File: src/rtl/bb_skid_buf_if.sv
// Valid/ready word channel used on both sides of the skid buffer.
// Signals: valid (producer -> consumer), ready (consumer -> producer), data[DW-1:0].
// Modports: master drives valid/data and reads ready; slave is the mirror.
interface bb_skid_buf_if #(
  parameter int DW = 8
);
  logic          valid;
  logic          ready;
  logic [DW-1:0] data;

  modport master (output valid, output data, input ready);
  modport slave  (input valid, input data, output ready);
endinterface

File: src/rtl/bb_skid_buf.sv
// Two-entry valid/ready register slice: cuts the ready path, full throughput, 1-cycle latency.
// Ports: clk, rst (sync, active high), flush (sync clear), s (slave channel in),
//        m (master channel out), count (occupancy 0..2). Absorbs 2 words under backpressure.
module bb_skid_buf #(
  parameter int            DW      = 8,
  parameter logic [DW-1:0] RST_VAL = '0
) (
  input  logic              clk,
  input  logic              rst,
  input  logic              flush,
  bb_skid_buf_if.slave      s,
  bb_skid_buf_if.master     m,
  output logic [1:0]        count
);

  typedef enum logic [1:0] {
    EMPTY = 2'd0,
    ONE   = 2'd1,
    FULL  = 2'd2
  } state_t;

  state_t        state, state_nxt;
  logic [DW-1:0] main_q, main_nxt;
  logic [DW-1:0] skid_q, skid_nxt;
  logic          s_fire, m_fire;

  // Ready depends only on registered occupancy and reset, never on m.ready.
  assign s.ready = ~rst & (state != FULL);
  assign m.valid = (state != EMPTY);
  assign m.data  = main_q;
  assign count   = state;

  assign s_fire = s.valid & s.ready;
  assign m_fire = m.valid & m.ready;

  always_ff @(posedge clk) begin
    if (rst) begin
      state  <= EMPTY;
      main_q <= RST_VAL;
      skid_q <= RST_VAL;
    end else begin
      state  <= state_nxt;
      main_q <= main_nxt;
      skid_q <= skid_nxt;
    end
  end

  always_comb begin
    state_nxt = state;
    main_nxt  = main_q;
    skid_nxt  = skid_q;
    if (flush) begin
      // Anything accepted in the flush cycle is dropped along with the contents.
      state_nxt = EMPTY;
      main_nxt  = RST_VAL;
      skid_nxt  = RST_VAL;
    end else begin
      case (state)
        EMPTY: begin
          if (s_fire) begin
            main_nxt  = s.data;
            state_nxt = ONE;
          end
        end
        ONE: begin
          if (s_fire && m_fire) begin
            // Old word leaves this edge, new word takes its place.
            main_nxt = s.data;
          end else if (s_fire) begin
            skid_nxt  = s.data;
            state_nxt = FULL;
          end else if (m_fire) begin
            state_nxt = EMPTY;
          end
        end
        FULL: begin
          // s.ready is low here, so only the drain side can move.
          if (m_fire) begin
            main_nxt  = skid_q;
            state_nxt = ONE;
          end
        end
        default: state_nxt = EMPTY;
      endcase
    end
  end

endmodule

File: src/flat_wrapper.sv
// flat-port wrapper written by rule: the top's interface ports become plain ports
module bb_skid_buf_flat 
#(
  parameter int            DW      = 8,
  parameter logic [DW-1:0] RST_VAL = '0
)
  (clk, rst, flush, count, s_valid, s_data, s_ready, m_valid, m_data, m_ready);
  bb_skid_buf_if #(.DW(DW)) s_i ();
  bb_skid_buf_if #(.DW(DW)) m_i ();
  input  logic clk;
  input  logic rst;
  input  logic flush;
  output logic [1:0] count;
  input wire logic [$bits(s_i.valid)-1:0] s_valid;
  input wire logic [$bits(s_i.data)-1:0] s_data;
  output wire logic [$bits(s_i.ready)-1:0] s_ready;
  output wire logic [$bits(m_i.valid)-1:0] m_valid;
  output wire logic [$bits(m_i.data)-1:0] m_data;
  input wire logic [$bits(m_i.ready)-1:0] m_ready;
  assign s_i.valid = s_valid;
  assign s_i.data = s_data;
  assign s_ready = s_i.ready;
  assign m_valid = m_i.valid;
  assign m_data = m_i.data;
  assign m_i.ready = m_ready;
  bb_skid_buf #(.DW(DW), .RST_VAL(RST_VAL)) u_core (.clk(clk), .rst(rst), .flush(flush), .s(s_i), .m(m_i), .count(count));
endmodule
File: config.mk
export PLATFORM = sky130hd
export DESIGN_NAME = bb_skid_buf_flat
export DESIGN_NICKNAME = d
export VERILOG_FILES = /design/src/rtl/bb_skid_buf_if.sv /design/src/rtl/bb_skid_buf.sv /design/src/flat_wrapper.sv
export SDC_FILE = /design/constraint.sdc
export NUM_CORES = 1
export LEC_CHECK = 0
export ABC_AREA = 1
export BUFFER_PORTS_ARGS = -buffer_cell sky130_fd_sc_hd__buf_4
export CAP_MARGIN = 20
export CORE_MARGIN = 3
export CORE_UTILIZATION = 45
export DETAILED_ROUTE_END_ITERATION = 8
export GPL_TIMING_DRIVEN = 1
export PLACE_DENSITY = 0.73
export SLEW_MARGIN = 30
export SYNTH_ARGS = -nofsm -noshare
export SYNTH_HDL_FRONTEND = slang
export SYNTH_SLANG_ARGS = --single-unit
export TNS_END_PERCENT = 30
File: constraint.sdc
create_clock -name clk -period 1.2 [get_ports clk]
set_input_delay 0.18 -clock clk [delete_from_list [all_inputs] [get_ports clk]]
set_output_delay 0.18 -clock clk [all_outputs]
set_load 0.05 [all_outputs]
==> summary.md, run 1 <==
| Metric | Value |
|---|---|
| Status | `complete, but fails checks` |
| Failing checks | `setup timing` |
| Gr usage total | `0.1800` |
| Worst-Skew Late Latency | `290 ps` |
| Max-cap violations | `0` |
| Synth Area in Simple Gates | `0.3743` |
| R2r setup slk | `-60 ps` |
| Number of distinct library cells after synthesis | `19` |
| Clock-pin slew on the worst setup and hold paths | `100 ps` |
| Buffers on Ports | `24` |
| Largest delay contributor family on the critical path | `flip-flops` |
| Required time worst endpoint | `1020 ps` |
| Placed Cells | `183` |
| Achievable Freq | `775.6 MHz` |
| CTS root buf | `clkbuf_4` |
| Sequential power share | `0.481` |
| Pwr Density | `958.9 nW/um2` |
| Initial Utilization | `0.5031` |
| Initial antenna violation count | `0` |
| Routed wire length | `2193 um` |
| Maximum vdd ir drop | `0.0008595 V` |
| Syn Nets | `147` |
| Clock Path Buffers | `2` |
| Main combinational cell family by area after synthesis | `simple AND/OR/NAND/NOR gates` |
| Hold slack | `112.9 ps` |
| Final Wtd Congestion | `0.7062` |
| Synthesized area per cell | `6.835 um2` |
| Clock Skew | `4.336 ps` |
| Area Overhead vs Synth | `46.72%` |
| First-pass GRT wire length | `3588 um` |
| Period minus WS final | `1289 ps` |
| Post-DR vias/cell | `4.964` |
| Vias in the first global route | `870` |
| DR vias | `963` |
| Mux cell area share after synthesis | `0` |
| CP endpoint kind | `output port` |
| Commonest non-fill, non-tap cell in the layout | `nand2_1` |
| Routed Antenna Nets | `0` |
| Wirelength per Cell | `11.30 um` |
| Die W | `51.12 um` |
| Cell Chain, Critical Path | `nor2_2 -> inv_1 -> buf_4` |
| CTS Buf Count | `3` |
| Post-synthesis register bit count | `18` |
| FP Rows | `15` |
| CTS tree | `yes` |
| Setup crit start kind | `flip-flop` |
| Post-Syn Instances | `134` |
| Worst hold path class | `primary input to flip-flop` |
| CP bufs+invs | `2` |
| Fin cells | `194` |
| Sequential element share of the synthesized area | `0.3934` |
| Final Slew Violations | `0` |
| Final setup viols | `8` |
| DRC | `0` |
| Number of antenna diodes | `0` |
| Clk pwr share | `0.290` |
| First-pass DRT Iterations | `4` |
| Ys Warns | `0` |
| Clock Sink Count | `18` |
| Mapped Area | `915.9 um2` |
| Area share of fa/ha/maj cells after synthesis | `0` |
| Die area | `2613 um2` |
| XOR/XNOR share of the synthesized area | `0` |
| Worst EP arrival | `1110 ps` |
| CP Class | `flip-flop to output port` |
| Htree depth | `1` |
| Net Switching | `0.0003837 W` |
| Area of the core | `1821 um2` |
| Final hold vios | `0` |
| Iteration-0 DRC count of the detailed router | `14` |
| Net count, final | `183` |
| Pin count of the biggest net entering global routing | `18` |
| Complex-gate fraction of the synthesized area | `0.1120` |
| Critical path's slowest cell | `dfxtp_4` |
| Net Sw Frac | `0.2978` |
| Combinational share of power | `0.229` |
| Top Ports | `25` |
| Final worst setup slack | `-89.28 ps` |
| DP Area | `1160 um2` |
| DP HPWL | `1457 um` |
| Least-Margin Pin Slew | `311.2 ps` |
| CP peak stage delay | `390 ps` |
| Max-slew headroom | `0.7921` |
| CP Max Fanout | `6` |
| Die height | `51.12 um` |
| Gr ovfl total | `0` |
| Final Instance Area | `1344 um2` |
| Internal Power | `0.0009048 W` |
| Most frequent cells in the layout | `nand2_1 (32), buf_4 (30), nor2_1 (25)` |
| Tcrit/Tclk final | `1.074` |
| Leakage | `0.6494 nW` |
| RSZ-0062 raised after global routing | `true` |
| Layout cells sized above 1 | `0.3964` |
## state kept, by name, summed over array words and instances, names as in the netlist
signal	flops
u_core.count	2
u_core.m.data	8
u_core.skid_q	8
## worst paths after layout
kind                          from  cells after the start                to
setup reg to reg   u_core.count[0]                      8  u_core.m.data[7]
hold reg to reg   u_core.skid_q[3]                      2  u_core.skid_q[3]
hold / removal           s_data[4]                      3  u_core.skid_q[4]
setup / recovery   u_core.count[1]                      3           m_valid
## cells by family (layout without fill, tap and decap cells)
| logic type | count (synthesis) | after routing |
|---|---|---|
| flip-flops | 18 | 18 |
| AND/OR/NAND/NOR | 76 | 78 |
| AO/OA/AOI/OAI | 19 | 19 |
| buffers and inverters | 21 | 54 |
## power groups by stage
stage | Clock (W) | Sequential (W) | Combinational (W)
after floorplan | 0 | 0.000684 | 0.000121
after global routing | 0.000405 | 0.000622 | 0.000320
after detailed placement | 0 | 0.000633 | 0.000253
final | 0.000374 | 0.000619 | 0.000296
after CTS | 0.000387 | 0.000619 | 0.000266
after global placement | 0 | 0.000633 | 0.000248
## layer usage
| layer | routed length (um) | global-route usage | up-vias |
|---|---|---|---|
| met3 | 107 | 0.03499 | 5 |
| met5 | 0 | 0 | - |
| li1 | - | - | 491 |
| met2 | 1093 | 0.3240 | 28 |
| met1 | 959 | 0.2076 | 439 |
| met4 | 32 | 0.06726 | 0 |
## metrics by stage
step | util | worst slack (ps) | TNS (ps) | power [W]
after floorplan | - | -25.16 | -77.11 | 0.0008051
after global placement | 0.6371 | 70.13 | 0 | 0.0008812
after detailed placement | 0.6371 | 24.31 | 0 | 0.0008858
after CTS | 0.6873 | -47.17 | -200.5 | 0.001272
after global routing | 0.7381 | -148.6 | -1195 | 0.001347
final | 0.7381 | -89.28 | -358.9 | 0.001289
## area by class of cell
type | instances | area (um2)
fillers | 145 | 476.7
well taps | 25 | 31.28
multi-input cells | 97 | 575.6
clock buffers | 4 | 36.28
repair buffers | 33 | 259.0
inverters | 17 | 73.82
flip-flops and latches | 18 | 367.9
## cells in the mapped netlist
library cell | n | area, um2
dfxtp_1 | 18 | 360.4
inv_2 | 4 | 15.01
nor3_1 | 1 | 5.000
nand2_1 | 33 | 123.9
clkbuf_8 | 2 | 27.53
a21oi_2 | 1 | 8.760
nand3_2 | 2 | 20.02
buf_6 | 1 | 11.26
o21ai_0 | 8 | 40.04
buf_4 | 1 | 7.510
inv_1 | 13 | 48.80
nor2_1 | 27 | 101.4
nand2_2 | 4 | 25.02
a31oi_1 | 1 | 6.260
nand3_1 | 7 | 35.03
nor2_4 | 1 | 11.26
nand4_4 | 1 | 21.27
a211oi_1 | 1 | 7.510
a21oi_1 | 8 | 40.04
## tightest hold or removal path, stage by stage
cell and delay [ps]:
buf_4 80, nor2_1 40, nor2_1 80
## what timing repair did
item / CTS / global route
setup endpoints to repair: 3 / 18
cloned: 0 / 2
setup buffers: 4 / 1
hold buffers: 0 / 0
pin swaps: 1 / 2
gates resized for setup: 6 / 13
Power figures use the tool's default switching activity.
==> run 2, diff against run 1 <==
Settings changed: ABC_AREA 1 to unset, TNS_END_PERCENT 30 to 50.
==> run 2 against run 1 <==
Compared with the run above: the flow still finishes with violations (setup timing); worst hold slack improved by 22 ps; global-route usage rose by 1.8 points; sequential power is essentially flat; final cell count down 18%; power down 1.3%; clock skew increased by 4.3 ps; combinational power rose by 15%; flip-flop and latch count unchanged; non-clock buffer count increased by 11; synthesized area rose by 3.7%; sequential share of layout area is 0.65 points lower; largest cell class unchanged; highest routed layer unchanged.
==> summary.md, run 2 <==
| Metric | Value |
|---|---|
| Number of distinct library cells after synthesis | `27 (+8)` |
| Sequential element share of the synthesized area | `0.3794 (-0.01400)` |
| Sequential power share | `0.487 (+0.006)` |
| Internal Power | `0.0008858 W (-2.1%)` |
| Vias in the first global route | `827 (-4.9%)` |
| Clock Skew | `8.616 ps (+4.280 ps)` |
| Most common cell in the synthesized netlist | `dfxtp_1` |
| Placed Cells | `150 (-18%)` |
| CP bufs+invs | `2 (unchanged)` |
| Mapped Area | `949.7 um2 (+3.7%)` |
| Most frequent cells in the layout | `buf_4 (33), dfxtp_1 (16), nor4_1 (8), a211oi_2 (8), nand3_1 (8)` |
| DR vias | `889 (-7.7%)` |
| Combinational share of power | `0.268 (+0.039)` |
| Number of antenna diodes | `0 (unchanged)` |
| Max-cap violations | `0 (unchanged)` |
| Max-slew headroom | `0.7656 (-0.02651)` |
| Gr usage total | `0.1983 (+0.01834)` |
| Commonest non-fill, non-tap cell in the layout | `buf_4` |
| Syn Nets | `109 (-26%)` |
| Die height | `51.94 um (+1.6%)` |
| CP peak stage delay | `400 ps (about the same)` |
| Ys Warns | `0 (unchanged)` |
| Required time worst endpoint | `1020 ps (about the same)` |
| Final setup viols | `14 (+6)` |
| Final Instance Area | `1376 um2 (+2.4%)` |
| Pre-CTS WS | `-82.38 ps (-106.7 ps)` |
| Net count, final | `148 (-19%)` |
| Synth top area share | `0.3794 (-0.01400)` |
| First-pass GRT wire length | `3926 um (+9.4%)` |
| Leakage | `0.5784 nW (-11%)` |
| Synth area leaders | `dfxtp_1 (38%), a211oi_2 (11%), mux2i_1 (9.5%)` |
| Routed wire length | `2503 um (+14%)` |
| Final Slew Violations | `0 (unchanged)` |
| Period minus WS final | `1360 ps (+71.10 ps)` |
| Pwr Density | `923.8 nW/um2 (-3.7%)` |
| Final worst setup slack | `-160.4 ps (-71.10 ps)` |
| CP Class | `flip-flop to output port` |
| Pin count of the biggest net entering global routing | `15 (-3)` |
| Worst-Skew Late Latency | `300 ps (about the same)` |
| First-pass DRT Iterations | `4 (unchanged)` |
| Final hold vios | `0 (unchanged)` |
| Post-DR vias/cell | `5.591 (+13%)` |
| Clock Path Buffers | `2 (unchanged)` |
| Clock-pin slew on the worst setup and hold paths | `110 ps (about the same)` |
| DP HPWL | `1730 um (+19%)` |
| Layout cells sized above 1 | `0.5373 (+0.1409)` |
| Clock Sink Count | `18 (unchanged)` |
| Setup crit start kind | `flip-flop` |
| Net Sw Frac | `0.3033 (+0.005529)` |
| Top FF cell, synth | `dfxtp_1` |
| Final Wtd Congestion | `0.7863 (+11%)` |
| Die area | `2698 um2 (+3.3%)` |
| Net Switching | `0.0003857 W (+0.51%)` |
| Ys async rst share | `0 (unchanged)` |
| Area of the multi-input gates | `554.3 um2 (-3.7%)` |
| CTS root buf | `clkbuf_4` |
| Post-Syn Instances | `96 (-28%)` |
| Gr ovfl total | `0 (unchanged)` |
| Cts hold-fix bufs | `0 (unchanged)` |
| CP endpoint kind | `output port` |
| Area of the core | `1858 um2 (+2.1%)` |
| Initial antenna violation count | `0 (unchanged)` |
| Fillers | `136 (-6.2%)` |
| Least-Margin Pin Slew | `346.9 ps (+35.73 ps)` |
| Post-synthesis register bit count | `18 (unchanged)` |
| Clk pwr share | `0.245 (-0.045)` |
| CP Max Fanout | `7 (+1)` |
| Initial Utilization | `0.5111 (+0.008019)` |
| EDFF count, synth | `0 (unchanged)` |
| Maximum vdd ir drop | `0.0008458 V (-1.6%)` |
| Synthesized area per cell | `9.892 um2 (+45%)` |
| Worst hold path class | `primary input to flip-flop` |
| Achievable Freq | `735.1 MHz (-5.2%)` |
| Fin cells | `159 (-18%)` |
| CTS Buf Count | `3 (unchanged)` |
| Commonest cells post-synth | `dfxtp_1 (18), a21oi_1 (9), mux2i_1 (9)` |
| Critical path's slowest cell | `dfxtp_4` |
| CTS tree | `yes` |
| Wirelength per Cell | `15.74 um (+39%)` |
| Buffers on Ports | `24 (unchanged)` |
| Routed Antenna Nets | `0 (unchanged)` |
| Die W | `51.94 um (+1.6%)` |
| RSZ-0062 raised after global routing | `true` |
| Worst EP arrival | `1180 ps (+70 ps)` |
| Failing checks | `setup timing` |
| Cell Chain, Critical Path | `buf_4 -> nand2b_4 -> and2b_4 -> buf_8` |
| Largest delay contributor family on the critical path | `flip-flops` |
| FP Rows | `15 (unchanged)` |
| Register area | `367.9 um2 (unchanged)` |
| Htree depth | `1 (unchanged)` |
| DP Area | `1237 um2 (+6.7%)` |
| Iteration-0 DRC count of the detailed router | `24 (+10)` |
| Tcrit/Tclk final | `1.134 (+0.05925)` |
| DRC | `0 (unchanged)` |
| Area Overhead vs Synth | `44.93%` |
| Top Ports | `25 (unchanged)` |
| Status | `complete, but fails checks` |
| Largest area contributor in the netlist | `dfxtp_1` |
| Fin util | `0.7407 (+0.002597)` |
[run 2: logic make-up after synthesis]
| logic type | after synthesis | synth area share |
|---|---|---|
| simple gates | 32 | 0.2345 |
| mux | 9 | 0.09487 |
| compound gates | 27 | 0.2134 |
| buf+inv | 10 | 0.07773 |
| flops | 18 | 0.3795 |
[run 2: power groups by stage]
stage	Combinational (W)	Sequential (W)	Clock [W]
floorplan	0.000146	0.000682	0
global placement	0.000299	0.000632	0
detailed placement	0.000306	0.000634	0
CTS	0.000329	0.000619	0.000313
global route	0.000360	0.000622	0.000336
finish	0.000341	0.000619	0.000311
[run 2: area by class of cell]
cell class,count,area share
clock buffer,3,0.01636
clock inverter,1,0.002727
multi-input combinational,68,0.4027
sequential,18,0.2673
tap,25,0.02273
timing repair buffer,44,0.2882
[run 2: final timing paths]
path / start / to / slack [ps] / depth (start not counted)
setup / recovery: u_core.count[1] / s_ready / -160 / 4
setup reg to reg: u_core.count[1] / u_core.m.data[6] / -150 / 6
hold reg to reg: u_core.skid_q[1] / u_core.skid_q[1] / 490 / 2
hold / removal: s_data[4] / u_core.skid_q[4] / 140 / 3
[run 2: stage by stage]
stage / power, W / hold slack [ps] / setup TNS, ps
6_report: 0.001271 / 135.1 / -1570
3_3_place_gp: 0.0009318 / 450.1 / -379.6
5_1_grt: 0.001317 / 133.7 / -2513
2_1_floorplan: 0.0008280 / 243.0 / -4642
3_5_place_dp: 0.0009394 / 456.1 / -586.3
4_1_cts: 0.001261 / 135.1 / -1392
[run 2: repair_timing]
| item | in CTS | in global routing |
|---|---|---|
| gates resized for setup | 11 | 11 |
| gates cloned | 0 | 0 |
| pin swaps | 2 | 3 |
| setup buffers | 4 | 1 |
| setup endpoints to repair | 12 | 21 |
[run 2: worst min-delay path, stage by stage]
cell     delay [ps]
buf_4           110
nand3_1          50
a21oi_1          50
[run 2: metal layers]
metal,routed length [um],global-route usage,vias to the layer above
met5,0,0,-
met4,9,0.01310,0
met3,98,0.06017,2
met2,1318,0.3389,17
met1,1076,0.2544,432
li1,-,-,438
